## src/rtl/mem_bus_bridge_pkg.sv

```systemverilog
// Shared types and helpers for the memory-side bus bridges.
// Holds the bridge state encoding, the transfer size codes and the strobe-to-size rule.
package mem_bus_bridge_pkg;

  typedef enum logic [1:0] {
    ST_IDLE = 2'd0,
    ST_ADDR = 2'd1,
    ST_DATA = 2'd2,
    ST_DONE = 2'd3
  } bridge_state_t;

  localparam logic [1:0] SIZE_BYTE = 2'd0;
  localparam logic [1:0] SIZE_HALF = 2'd1;
  localparam logic [1:0] SIZE_WORD = 2'd2;

  // Irregular strobe patterns fall back to a full-word transfer; the strobes still qualify the bytes.
  function automatic logic [1:0] wen_to_size(input logic [3:0] wen);
    logic [1:0] size;
    case (wen)
      4'b0001, 4'b0010, 4'b0100, 4'b1000: size = SIZE_BYTE;
      4'b0011, 4'b1100:                   size = SIZE_HALF;
      default:                            size = SIZE_WORD;
    endcase
    return size;
  endfunction

endpackage

```

## src/rtl/mem_bus_bridge.sv

```systemverilog
// Bridges a single-cycle memory-stage request onto a split address/data-phase SRAM-like bus,
// freezing the pipeline until the data phase completes or the watchdog aborts it.
module mem_bus_bridge
  import mem_bus_bridge_pkg::*;
#(
  parameter int TIMEOUT_CYCLES = 256,
  parameter int CNT_W          = 9
) (
  input  logic        clk,
  input  logic        rst,
  input  logic        mem_en,
  input  logic [3:0]  mem_wen,
  input  logic [31:0] mem_addr,
  input  logic [31:0] mem_wdata,
  input  logic        pipe_hold,
  output logic [31:0] mem_rdata,
  output logic        stall,
  output logic        bus_err,
  output logic        data_req,
  output logic        data_wr,
  output logic [1:0]  data_size,
  output logic [31:0] data_addr,
  output logic [3:0]  data_wstrb,
  output logic [31:0] data_wdata,
  input  logic        data_addr_ok,
  input  logic        data_data_ok,
  input  logic [31:0] data_rdata
);

  localparam bit              WD_EN    = (TIMEOUT_CYCLES > 0);
  localparam int              LAST_I   = (TIMEOUT_CYCLES > 0) ? TIMEOUT_CYCLES - 1 : 0;
  localparam logic [CNT_W-1:0] CNT_LAST = CNT_W'(LAST_I);

  bridge_state_t    state_q;
  logic [CNT_W-1:0] cnt_q;
  logic [31:0]      rdata_q;
  logic             bus_err_q;

  logic             issue;
  logic             in_flight;
  logic             timeout_hit;

  assign issue       = (state_q == ST_IDLE) && mem_en;
  assign in_flight   = (state_q == ST_ADDR) || (state_q == ST_DATA);
  assign timeout_hit = WD_EN && in_flight && (cnt_q == CNT_LAST);

  // The request fields are presented straight from the held memory-stage inputs.
  assign data_req   = issue || (state_q == ST_ADDR);
  assign stall      = data_req || (state_q == ST_DATA);
  assign data_wr    = |mem_wen;
  assign data_wstrb = mem_wen;
  assign data_wdata = mem_wdata;
  assign data_size  = data_wr ? wen_to_size(mem_wen) : SIZE_WORD;
  assign data_addr  = data_wr ? mem_addr : {mem_addr[31:2], 2'b00};

  assign mem_rdata  = rdata_q;
  assign bus_err    = bus_err_q;

  always_ff @(posedge clk) begin
    if (rst) begin
      state_q   <= ST_IDLE;
      cnt_q     <= '0;
      rdata_q   <= '0;
      bus_err_q <= 1'b0;
    end else begin
      bus_err_q <= 1'b0;
      if (in_flight && WD_EN) begin
        cnt_q <= cnt_q + CNT_W'(1);
      end
      case (state_q)
        ST_IDLE: begin
          if (mem_en) begin
            cnt_q <= '0;
            if (data_addr_ok && data_data_ok) begin
              rdata_q <= data_rdata;
              state_q <= ST_DONE;
            end else if (data_addr_ok) begin
              state_q <= ST_DATA;
            end else begin
              state_q <= ST_ADDR;
            end
          end
        end
        ST_ADDR: begin
          // A completing handshake wins over an abort landing in the same cycle.
          if (data_addr_ok && data_data_ok) begin
            rdata_q <= data_rdata;
            state_q <= ST_DONE;
          end else if (timeout_hit) begin
            rdata_q   <= '0;
            bus_err_q <= 1'b1;
            state_q   <= ST_DONE;
          end else if (data_addr_ok) begin
            state_q <= ST_DATA;
          end
        end
        ST_DATA: begin
          if (data_data_ok) begin
            rdata_q <= data_rdata;
            state_q <= ST_DONE;
          end else if (timeout_hit) begin
            rdata_q   <= '0;
            bus_err_q <= 1'b1;
            state_q   <= ST_DONE;
          end
        end
        ST_DONE: begin
          if (!pipe_hold) begin
            state_q <= ST_IDLE;
          end
        end
        default: state_q <= ST_IDLE;
      endcase
    end
  end

endmodule

```

## config.mk

```make
export PLATFORM = sky130hd
export DESIGN_NAME = mem_bus_bridge
export DESIGN_NICKNAME = d
export VERILOG_FILES = /design/src/rtl/mem_bus_bridge_pkg.sv /design/src/rtl/mem_bus_bridge.sv
export SDC_FILE = /design/constraint.sdc
export NUM_CORES = 1
export LEC_CHECK = 0
export BUFFER_PORTS_ARGS = -buffer_cell sky130_fd_sc_hd__buf_4
export CORE_MARGIN = 1
export CORE_UTILIZATION = 35
export DETAILED_ROUTE_END_ITERATION = 10
export HOLD_SLACK_MARGIN = 0.1
export PLACE_DENSITY = 0.87
export RECOVER_POWER = 50
export SLEW_MARGIN = 20
export SYNTH_ARGS = -nofsm -noshare
export SYNTH_HDL_FRONTEND = slang
export SYNTH_SLANG_ARGS = --single-unit
export TNS_END_PERCENT = 50
```

## constraint.sdc

```tcl
create_clock -name clk -period 1.75 [get_ports clk]
set_clock_uncertainty 0.1 [all_clocks]
set_input_delay 0 -clock clk [delete_from_list [all_inputs] [get_ports clk]]
set_output_delay 0 -clock clk [all_outputs]
set_load 0.01 [all_outputs]
```

==> out/metrics.csv <==
stage,metric,value,unit
status,status,"finished, violations left",
status,violations,negative setup slack,
routing,met1_length,3.03,mm
pwr,peakVddDrop,0.535,mV
logic_synthesis,ys_seq_area_share,34.7,%
timing,finalWorstSetupSlack,-0.00721,ns
global_route,grt_util_all_layers,21.0,%
routing,met3_length,516,um
cells_and_area,multi_input_area,1080,um2
cells_and_area,regArea,885,um2
timing,final-setup-viol-count,1,
floorplan,core_area,6910,um2
worst_setup_path,crit_path_end_kind,flop,
clock_tree,cts_buffer_depth,2,
cells_and_area,n_antenna_cell,0,
placed_design,gp_congestion,0.825,
routing,dr_wl_met2,4.78,mm
worst_setup_path,crit_type,flop to flop,
logic_synthesis,synth_top_family_by_area,buffers and inverters,
cells_and_area,fillCellCount,587,
routing,vias_per_cell,4.94,
placed_design,pre_cts_ws,-0.0788,ns
logic_synthesis,synth_most_common_cell,buf_4,
timing,max_clock_freq,0.569,GHz
timing,holdWs,0.117,ns
cells_and_area,area_delta_synth_final,59.2,%
placed_design,hpwlAfterDp,4.95,mm
logic_synthesis,synth_compound_area_share,18.5,%
logic_synthesis,syn-num-nets,420,
clock_tree,worstSkewPairLatency,0.29,ns
logic_synthesis,yosysTopAreaCell,dfxtp_1,
logic_synthesis,synthSimpleGateAreaFrac,14.1,%
routing,wirelength,8.58,mm
timing,finalCritPeriodShare,100,%
routing,ant_nets,0,
logic_synthesis,syn-cell-area,2540,um2
logic_synthesis,synthMuxAreaShare,1.23,%
cells_and_area,final_cell_count_no_fill,531,
logic_synthesis,synthTopCellsByArea,"dfxtp_1, buf_4, a21oi_1, nand3_1, o21ai_1",
worst_setup_path,startpoint_type,flop,
floorplan,die_y,87.1,um
logic_synthesis,synth_cell_types,40,
logic_synthesis,synth_top_area_share,34.7,%
routing,highest_layer,met4,
min_path,hp-class,primary input to flop,
routing,drt_iter0_drc,58,
cells_and_area,final_util,58.5,%
cells_and_area,final_net_count,548,
clock_tree,clockRootBuffer,clkbuf_8,
placed_design,place_area,2910,um2
logic_synthesis,yosysWarnings,0,
logic_synthesis,ys_ff_latch,44,
cells_and_area,drive_gt1_share,29.7,%
clock_tree,numClockSinks,44,
clock_tree,clk_pin_slew,0.09,ns
logic_synthesis,synth_flop_cell,dfxtp_1,
pwr,power_density,1340,nW/um2
timing,slew_viol_final,0,
logic_synthesis,synth_edf_count,0,
placed_design,placed_cells,423,
clock_tree,cts_buffers,5,
routing,drc,0,
global_route,grt_pass1_vias,2562,
timing,slew_headroom,70.0,%
floorplan,start_util,36.7,%
global_route,grt_antenna_before_repair,0,
logic_synthesis,synth_common_cells,"buf_4, dfxtp_1, a21oi_1, nand3_1, o21ai_1",
logic_synthesis,synthAdderAreaFrac,3.95,%
logic_synthesis,synth_xor_area_share,2.76,%
logic_synthesis,syn-mean-instance-area,8.29,um2
routing,vias,2622,
clock_tree,tritoncts,yes,
worst_setup_path,crit_arrival,1.88,ns
global_route,grt_max_degree,34,
floorplan,rows,30,
timing,hold_violations,0,
floorplan,die_area,7590,um2
placed_design,numPortBuffers,87,
pwr,p_leak,0.00170,uW
timing,rsz0062_at_grt,true,
global_route,grt_pass1_wl,12.3,mm
routing,detail_route.first_pass.iterations,4,
worst_setup_path,cp.required,1.87,ns
worst_setup_path,path_max_fanout,22,
floorplan,pin_count,212,
floorplan,fp.dieW,87.1,um
timing,worstMarginPinSlew,0.446,ns
job,drv_cap,0,
logic_synthesis,syn_inst,306,
cells_and_area,fin_area,4040,um2
global_route,grt-ovfl-total,0,
logic_synthesis,ys_async_sr_fraction,0,%
routing,wire_per_inst,16.2,um
clock_tree,h-tree-depth,2,
timing,layout_min_cycle_time,1.76,ns
-- final cells by class --
type,count,area share (%)
Sequential cell,44,21.9
Tap cell,96,2.97
Multi-Input combinational cell,172,26.9
Inverter,6,0.558
Clock inverter,2,0.868
Timing Repair Buffer,205,45.0
Clock buffer,6,1.80
-- layer usage --
| metal | GRT usage, % | up-vias |
|---|---|---|
| met5 | 0 | - |
| met1 | 21.5 | 1230 |
| met2 | 41.2 | 135 |
| li1 | - | 1231 |
| met3 | 4.74 | 26 |
| met4 | 8.05 | 0 |
-- per-stage QoR --
stage / power, uW / TNS, ns
after detailed placement: 4330 / -1.10
final: 5410 / -0.00721
after floorplan: 3360 / 0
after global routing: 5770 / -1.36
after global placement: 4240 / -0.00828
after CTS: 5340 / -0.00413
-- power breakdown --
part / switching (uW) / internal [uW]
Clock: 338 / 424
Sequential: 181 / 1320
Combinational: 1670 / 1480
Total: 2190 / 3230
-- cells by family (layout without fill, tap and decap cells) --
group,Yosys count,after routing
xor+xnor,8,8
compound gates,83,83
mux,3,3
flops,44,44
simple gates,70,70
buf+inv,90,219
fa+ha+maj,8,8
-- cells in the final DEF, fill, tap and decap left out, drive strengths merged, types with 3 or more instances in the layout --
cell and count:
a21o 4, nand2b 3, nor2 11, buf 103, dfxtp 44, nand3 36, a21oi 38, dlygate4sd3 98
inv 6, xor2 4, o21ai 33, ha 8, nand2 9, xnor2 4, clkbuf 10
-- registers in the layout, indices dropped and copies added (netlist names) --
register	cells
mem_rdata	32
cnt_q	9
state_q	2
bus_err	1
-- critical path, stage by stage (launching register included) --
cell and delay [ns]:
dfxtp_2 0.34, ha_4 0.16, nand3_2 0.05, nor3_2 0.04, ha_2 0.20, nand2b_1 0.15, a21oi_2 0.21, buf_12 0.20
o21ai_1 0.08, a21oi_1 0.14
-- worst paths after layout --
path	from	to	slack (ns)	cells past startpoint
setup / recovery	cnt_q[0]$_SDFF_PP0_	mem_rdata[27]$_SDFFE_PP0P_	-0.007	9
setup reg to reg	cnt_q[0]$_SDFF_PP0_	mem_rdata[27]$_SDFFE_PP0P_	-0.007	9
hold reg to reg	mem_rdata[5]$_SDFFE_PP0P_	mem_rdata[5]$_SDFFE_PP0P_	0.38	2
hold / removal	mem_en	cnt_q[8]$_SDFF_PP0_	0.12	3
-- what timing repair did --
item,4_1_cts,5_1_grt
setup endpoints to repair,34,36
hold endpoints to repair,96,0
gates resized for setup,3,6
pin swaps,7,1
hold buffers,99,0
buffers inserted,0,1
Power figures use the tool's default switching activity.
